### src/rtl/uart_pkg.sv
// Shared types and widths for the UART transmit buffer path.
// Latency: n/a (package). Backpressure: n/a.
// Holds the launch-scheduler state encoding and the byte width.
package uart_pkg;

    localparam int BYTE_W = 8;

    typedef enum logic [2:0] {
        IDLE,
        LAUNCH,
        WAIT_ACT,
        WAIT_DONE,
        GAP
    } tx_state_t;

endpackage

### src/rtl/uart_sync_fifo.sv
// Synchronous byte FIFO with registered count/full/empty and a drop pulse.
// Latency: a write is visible in count and rd_data one clock after it is sampled.
// Backpressure: a write while full is dropped (overflow next cycle) unless a read frees a slot that cycle.
module uart_sync_fifo
    import uart_pkg::*;
#(
    parameter int DEPTH  = 16,
    parameter int ADDR_W = 4
) (
    input  logic              clk,
    input  logic              rst,
    input  logic              wr_en,
    input  logic [BYTE_W-1:0] wr_data,
    input  logic              rd_en,
    output logic [BYTE_W-1:0] rd_data,
    output logic [ADDR_W:0]   count,
    output logic              full,
    output logic              empty,
    output logic              overflow
);

    localparam logic [ADDR_W:0] FULL_CNT = (ADDR_W + 1)'(DEPTH);
    localparam logic [ADDR_W:0] ONE_CNT  = (ADDR_W + 1)'(1);

    logic [BYTE_W-1:0] mem [DEPTH];
    logic [ADDR_W-1:0] wr_ptr;
    logic [ADDR_W-1:0] rd_ptr;
    logic              rd_ok;
    logic              wr_ok;
    logic [ADDR_W:0]   count_nxt;

    // A pop in the same cycle frees the slot, so a full FIFO can still take a write.
    assign rd_ok = rd_en && !empty;
    assign wr_ok = wr_en && (!full || rd_ok);

    always_comb begin
        count_nxt = count;
        case ({wr_ok, rd_ok})
            2'b10:   count_nxt = count + ONE_CNT;
            2'b01:   count_nxt = count - ONE_CNT;
            default: count_nxt = count;
        endcase
    end

    assign rd_data = mem[rd_ptr];

    always_ff @(posedge clk) begin
        if (wr_ok) begin
            mem[wr_ptr] <= wr_data;
        end
    end

    always_ff @(posedge clk) begin
        if (rst) begin
            wr_ptr   <= '0;
            rd_ptr   <= '0;
            count    <= '0;
            full     <= 1'b0;
            empty    <= 1'b1;
            overflow <= 1'b0;
        end else begin
            if (wr_ok) begin
                wr_ptr <= wr_ptr + 1'b1;
            end
            if (rd_ok) begin
                rd_ptr <= rd_ptr + 1'b1;
            end
            count    <= count_nxt;
            full     <= (count_nxt == FULL_CNT);
            empty    <= (count_nxt == '0);
            overflow <= wr_en && !wr_ok;
        end
    end

endmodule

### src/rtl/uart_tx_fifo.sv
// Buffers host bytes and launches them one frame at a time into UART_TX.
// Latency: byte written into an empty idle buffer at edge N launches (o_TX_DV) after edge N+1.
// Backpressure: none toward the host; writes beyond DEPTH are dropped and flagged on o_Overflow.
module uart_tx_fifo
    import uart_pkg::*;
#(
    parameter int DEPTH  = 16,
    parameter int ADDR_W = 4
) (
    input  logic              i_Clock,
    input  logic              i_Reset,
    input  logic              i_Wr_DV,
    input  logic [BYTE_W-1:0] i_Wr_Byte,
    output logic              o_Full,
    output logic              o_Empty,
    output logic [ADDR_W:0]   o_Count,
    output logic              o_Overflow,
    output logic              o_TX_DV,
    output logic [BYTE_W-1:0] o_TX_Byte,
    input  logic              i_TX_Active,
    input  logic              i_TX_Done
);

    tx_state_t         state;
    logic              pop;
    logic [BYTE_W-1:0] head_byte;

    assign pop = (state == IDLE) && !o_Empty;

    uart_sync_fifo #(
        .DEPTH  (DEPTH),
        .ADDR_W (ADDR_W)
    ) u_fifo (
        .clk      (i_Clock),
        .rst      (i_Reset),
        .wr_en    (i_Wr_DV),
        .wr_data  (i_Wr_Byte),
        .rd_en    (pop),
        .rd_data  (head_byte),
        .count    (o_Count),
        .full     (o_Full),
        .empty    (o_Empty),
        .overflow (o_Overflow)
    );

    // Handshake waits for Active before Done so a stale Done cannot end a fresh frame.
    always_ff @(posedge i_Clock) begin
        if (i_Reset) begin
            state     <= IDLE;
            o_TX_DV   <= 1'b0;
            o_TX_Byte <= '0;
        end else begin
            case (state)
                IDLE: begin
                    if (pop) begin
                        o_TX_DV   <= 1'b1;
                        o_TX_Byte <= head_byte;
                        state     <= LAUNCH;
                    end
                end
                LAUNCH: begin
                    o_TX_DV <= 1'b0;
                    state   <= WAIT_ACT;
                end
                WAIT_ACT: begin
                    if (i_TX_Active) begin
                        state <= WAIT_DONE;
                    end
                end
                WAIT_DONE: begin
                    if (i_TX_Done) begin
                        state <= GAP;
                    end
                end
                GAP: begin
                    state <= IDLE;
                end
                default: begin
                    o_TX_DV <= 1'b0;
                    state   <= IDLE;
                end
            endcase
        end
    end

endmodule
### config.mk
export PLATFORM = sky130hd
export DESIGN_NAME = uart_tx_fifo
export DESIGN_NICKNAME = d
export VERILOG_FILES = /design/src/rtl/uart_pkg.sv /design/src/rtl/uart_sync_fifo.sv /design/src/rtl/uart_tx_fifo.sv
export SDC_FILE = /design/constraint.sdc
export NUM_CORES = 1
export LEC_CHECK = 0
export BUFFER_PORTS_ARGS = -buffer_cell sky130_fd_sc_hd__clkbuf_2
export CORE_MARGIN = 2
export CORE_UTILIZATION = 65
export DETAILED_ROUTE_END_ITERATION = 16
export GPL_TIMING_DRIVEN = 0
export PLACE_DENSITY = 0.84
export REMOVE_ABC_BUFFERS = 1
export SYNTH_ARGS = -nofsm -noshare
export SYNTH_HDL_FRONTEND = slang
export SYNTH_SLANG_ARGS = --single-unit
### constraint.sdc
create_clock -name i_Clock -period 6.65 [get_ports i_Clock]
set_input_delay 0.3325 -clock i_Clock [delete_from_list [all_inputs] [get_ports i_Clock]]
set_output_delay 0.3325 -clock i_Clock [all_outputs]
set_load 0.02 [all_outputs]
### After elaboration in Yosys (flattened, before gate mapping)

Memories as Yosys holds them, arrays and structs flattened. A register that Yosys moved wholly into a read port is not among the register bits.
Cells that the tools add are included.

| word-level totals | value |
|---|---|
| memories kept | 1 |
| register bits | 20 |
| RAM bits | 128 |
| logic and storage cells | 47 |
| input port bits | 13 |
| output and inout bits | 17 |

Memory list:

| memory | depth | bits a word | read ports | clocked after memory_dff | write ports | line | source |
|---|---|---|---|---|---|---|---|
| u_fifo.mem | 16 | 8 | 1 | 1 | 1 | uart_sync_fifo.sv:25 | `logic [BYTE_W-1:0] mem [DEPTH];` |

| operators by class | value |
|---|---|
| reduce and logical (&&, ||, !) cells | 14 |
| multiplexer cells | 9 |
| equal/unequal tests | 10 |
| $add $sub $neg | 4 |
| bitwise logic cells | 1 |

Operators with widths:

| kind | count |
|---|---|
| one-hot mux 3 bit (4 select lines) | 1 |
| one-hot mux 5 bit (2 select lines) | 1 |
| 2-to-1 mux 3 bit | 3 |
| adder 4 x 1 -> 4 bit (second input constant) | 2 |
| equality test 3 x 2 -> 1 bit (second input constant) | 2 |
| adder 5 x 1 -> 5 bit (second input constant) | 1 |
| equality test 5 bit (second input constant) | 1 |
| zero test 5 bit | 1 |
| subtractor 5 x 1 -> 5 bit (second input constant) | 1 |
| logical AND 1 bit | 4 |
| != test 2 bit (second input constant) | 2 |
| AND reduction 2 bit | 2 |
| equality test 3 x 1 -> 1 bit (second input constant) | 1 |
| equality test 3 bit (second input constant) | 1 |
| zero test 1 bit | 3 |
| zero test 3 bit | 1 |
| 2-to-1 mux 1 bit | 3 |
| AND reduction 3 bit | 1 |
| OR reduction 3 bit | 1 |
| equality test 2 x 1 -> 1 bit (second input constant) | 1 |
| equality test 2 bit (second input constant) | 1 |
| != test 2 x 1 -> 1 bit (second input constant) | 1 |
| one-hot mux 1 bit (2 select lines) | 1 |
| logical OR 1 bit | 1 |
| NOT 1 bit | 1 |

### Depth between registers and ports, before layout

| logic depth | value |
|---|---|
| depth in word-level cells | 8 |
| depth in mapped cells | 12 |

### Hierarchy

From an unflattened synthesis, not the netlist that was laid out.

| unflattened totals | value |
|---|---|
| cell total of the unflattened synthesis | 356 |
| area, all modules | 6453.7 um2 |

Modules (own cells, without submodules):

| module | sequential area each (um2) | area each (um2) | instances | cells each |
|---|---|---|---|---|
| uart_sync_fifo | 4244.1 | 5969.5 | 1 | 304 |
| uart_tx_fifo | 240.2 | 484.2 | 1 | 52 |

### Least setup slack after synthesis

No wires, ideal clock.

| timing | value |
|---|---|
| path kind | register to register |
| start point | register state[2] |
| end point | register u_fifo.empty |
| data arrival time | 2704 ps |
| path buffers | 1 |
| slack | 3830 ps |
| cell stages (with the launch flop) | 13 |
| period minus slack after synthesis | 2820 ps |
| path through | dfxtp_1 -> or4_4 -> a21boi_4 -> inv_1 -> ha_1 -> buf_2 -> xor2_1 -> ha_1 -> nor2_1 -> o31a_1 -> o211ai_1 -> xor2_1 -> a41o_1 |

| between the ends | value |
|---|---|
| word-level cells in the longest chain between the ends | 8 |
| elaborated cells between the ends (all ways) | 9 |
| those cells by class | 2 x eq/ne; 1 x mux; 6 x reduce/logical |

RTL lines:

| item | line | source |
|---|---|---|
| start: declaration | uart_tx_fifo.sv:24 | `tx_state_t state;` |
| start signal: assignment | uart_tx_fifo.sv:49 | `state <= IDLE;` |
| start signal: assignment | uart_tx_fifo.sv:58 | `state <= LAUNCH;` |
| start signal: assignment | uart_tx_fifo.sv:63 | `state <= WAIT_ACT;` |
| zero test 3 bit * | uart_tx_fifo.sv:28 | `assign pop = (state == IDLE) && !o_Empty;` |
| logical AND 1 bit * | uart_tx_fifo.sv:28 |  |
| logical AND 1 bit * | uart_sync_fifo.sv:33 | `assign rd_ok = rd_en && !empty;` |
| logical OR 1 bit | uart_sync_fifo.sv:34 | `assign wr_ok = wr_en && (!full \|\| rd_ok);` |
| logical AND 1 bit | uart_sync_fifo.sv:34 |  |
| equality test 2 x 1 -> 1 bit / equality test 2 bit (equally long branches) | uart_sync_fifo.sv:38 | `case ({wr_ok, rd_ok})` |
| one-hot mux 5 bit (2 select lines) * | uart_sync_fifo.sv:38 |  |
| zero test 5 bit * | uart_sync_fifo.sv:70 | `empty <= (count_nxt == '0);` |
| end signal: assignment | uart_sync_fifo.sv:70 |  |
| end: declaration | uart_sync_fifo.sv:18 | `output logic empty,` |

Every way passes the cells marked *; elsewhere a longest branch is shown, timed or not.
A chain may end at the register's enable or synchronous reset.

### Worst setup path after layout

Same ends and word-level chain as after synthesis.

==> flow_metrics.tcl <==
set metrics [dict create \
    initial_core_util_pct 66.8 \
    synth_flop_cell "edfxtp_1" \
    grt.met1_usage_pct 33.3 \
    yosys-top-cells-area "edfxtp_1 63%, mux4_2 12%, dfxtp_1 9.1%" \
    final.setup_skew_ns 0.00590 \
    drt-total-wl_um 11800 \
    rrSetupSlack_ns 3.31 \
    yosys-top-cells-count "128 x edfxtp_1, 43 x nor2_1, 32 x mux4_2" \
    ios 30 \
    synth_top_family_by_area "multiplexers" \
    num-nets-final 412 \
    syn_to_final_growth_pct 13.6 \
    port_buffers 29 \
    dp_hpwl_um 7070 \
    grt_pass1_wl_um 17800 \
    finalHoldViolations 0 \
    drtIter0Drc 282 \
    synth_area_um2 6140 \
    setup_viol 0 \
    regToRegStartpoint "state[2]" \
    hold_path_class "in2reg" \
    clkTransAtPathRegs_ns 0.06 \
    cts_buffers 17 \
    post-synth-top-count-cell "edfxtp_1" \
    fillers 509 \
    fmax_ghz 0.300 \
    post-route-period-util_pct 50.2 \
    drive_above_1_share_pct 24.0 \
    hold_buffers 0 \
    ys_seq_area_share_pct 71.7 \
    synth-compound-area-share_pct 5.42 \
    ys_seq_elements 156 \
    fp.dieW_um 101 \
    cap_violations 0 \
    p_leak_nw 2.36 \
    use_met3_pct 5.73 \
    critPathRequiredTime_ns 7.11 \
    cts_setup_buffers 0 \
    via_per_inst 6.55 \
    die_h_um 101 \
    relSlewSlack_pct 5.83 \
    grt.total_usage_pct 24.4 \
    synth_edf_count 128 \
    rsz0062_at_grt "false" \
    routedWlPerCell_um 22.9 \
    cts_resized 0 \
    antenna_found_initial 0 \
    synth_fa_ha_area_share_pct 1.63 \
    end_kind "register" \
    ys_warn_count 0 \
    grt_most_used_layer "met2" \
    met2_usage_pct 40.2 \
    postRouteAntennaNets 0 \
    grt_max_degree 36 \
    reg2reg_depth 11 \
    cts_sinks 156 \
    placementRows 35 \
    cp-start-kind "register" \
    worstHoldStart "i_TX_Done" \
    drc_errors 0 \
    gp_congestion 0.794 \
    r2r-end "u_fifo.empty" \
    async_flop_share_pct 0 \
    ys_types 39 \
    cts_root_buf "clkbuf_8" \
    synth_mux_area_share_pct 12.1 \
    yosys.area.top_type_share_pct 62.6 \
    diodes 0 \
    powerDensity_nw_per_um2 387 \
    path_class "reg2reg" \
    setup_ws_ns 3.31 \
    coreArea_um2 9200 \
    peakVddDrop_mv 0.292 \
    die_area_um2 10200 \
    tns_ns 0 \
    clock_latency_ns 0.52 \
    overflow 0 \
    first_pass_iters 7 \
    status "finished clean" \
    period_minus_slack_ns 3.34 \
    whs_path_depth 3 \
    worstPathMaxFanout 20 \
    synthCells 363 \
    clk_path_buf_depth 2 \
    final_max_slew_viol_count 0 \
    cts_tree "done" \
    synth_xor_area_share_pct 1.57 \
    pre_cts_ws_ns 3.34 \
    hold_path_end "state[0]" \
    htree_levels 4 \
    yosysTopAreaCell "edfxtp_1" \
    synth_simple_gate_area_share_pct 5.72 \
    num_vias 3375 \
    tightest_slew_ns 1.40 \
    grt_pass1_vias 3281 \
    cp.arrival_ns 3.79 \
    syn_area_per_cell_um2 16.9 \
]
## power breakdown
part | switching, W | internal (W) | leakage [nW] | total, W
sequential | 0.0000771 | 0.00112 | 1.39 | 0.00119
clock | 0.000364 | 0.000644 | 0.301 | 0.00101
combinational | 0.000273 | 0.000223 | 0.675 | 0.000496
## per-layer routing
| metal | vias up | routed length (um) |
|---|---|---|
| met5 | - | 0 |
| met1 | 1724 | 4850 |
| met2 | 158 | 6020 |
| met4 | 0 | 159 |
| met3 | 18 | 768 |
| li1 | 1475 | - |
## worst max-delay path: stages, from the launching register on
cell,delay [ns]
dfxtp_1,0.34
or4_4,0.70
a21boi_4,0.35
inv_1,0.12
ha_1,0.32
xor2_1,0.20
ha_1,0.22
nor2_1,0.08
o31a_1,0.25
o211ai_1,0.21
xor2_1,0.26
a41o_1,0.21
## stage by stage
step / std cells / utilization [%] / hold slack, ns / total power, W / cell area, um2
3_5_place_dp: 483 / 69.1 / 0.480 / 0.00171 / 6350
5_1_grt: 515 / 75.9 / 0.120 / 0.00279 / 6980
3_3_place_gp: 482 / 68.9 / 0.465 / 0.00168 / 6330
6_report: 515 / 75.9 / 0.120 / 0.00270 / 6980
4_1_cts: 515 / 75.8 / 0.108 / 0.00271 / 6970
2_1_floorplan: 342 / - / 0.402 / 0.00156 / 6050
## worst max-delay path by stage
stage / start / endpoint / cells after the start
after detailed placement: state[2] / u_fifo.empty / 11
after CTS: state[2] / u_fifo.empty / 11
after global routing: state[2] / u_fifo.empty / 11
final: state[2] / u_fifo.empty / 11
after floorplan: state[2] / u_fifo.empty / 11
after global placement: u_fifo.rd_ptr[0] / o_TX_Byte[0] / 5
## layout make-up
class	instances	area (um2)	share of cell area, %
multi-input combinational	180	1630	23.3
timing repair buffer	30	165	2.37
clock buffer	19	422	6.04
inverter	6	22.5	0.323
tap	111	139	1.99
sequential	156	4410	63.1
clock inverter	13	198	2.83
## flip-flops by register name, summed over array words and instances (netlist names)
| register | count |
|---|---|
| u_fifo.rd_ptr | 4 |
| u_fifo.full | 1 |
| o_TX_DV | 1 |
| u_fifo.wr_ptr | 4 |
| state | 3 |
| u_fifo.count | 5 |
| u_fifo.overflow | 1 |
| o_TX_Byte | 8 |
| u_fifo.empty | 1 |
| u_fifo.mem | 128 |
## kinds of logic after synthesis
logic type               after synthesis
flip-flops                           156
AND/OR/NAND/NOR                       76
AO/OA/AOI/OAI                         51
multiplexers                          34
buffers and inverters                 27
XOR/XNOR                              11
adder cells (fa/ha/maj)                8
## cell usage in the layout, fill, tap and decap left out, types with 7 or more instances in the layout
| cell | count |
|---|---|
| a21oi_1 | 25 |
| a22oi_1 | 16 |
| clkbuf_16 | 16 |
| clkbuf_2 | 29 |
| dfxtp_1 | 26 |
| edfxtp_1 | 128 |
| ha_1 | 8 |
| mux4_2 | 32 |
| nand2_1 | 9 |
| nor2_1 | 43 |
| xor2_1 | 7 |
(Power assumes the default switching activity.)
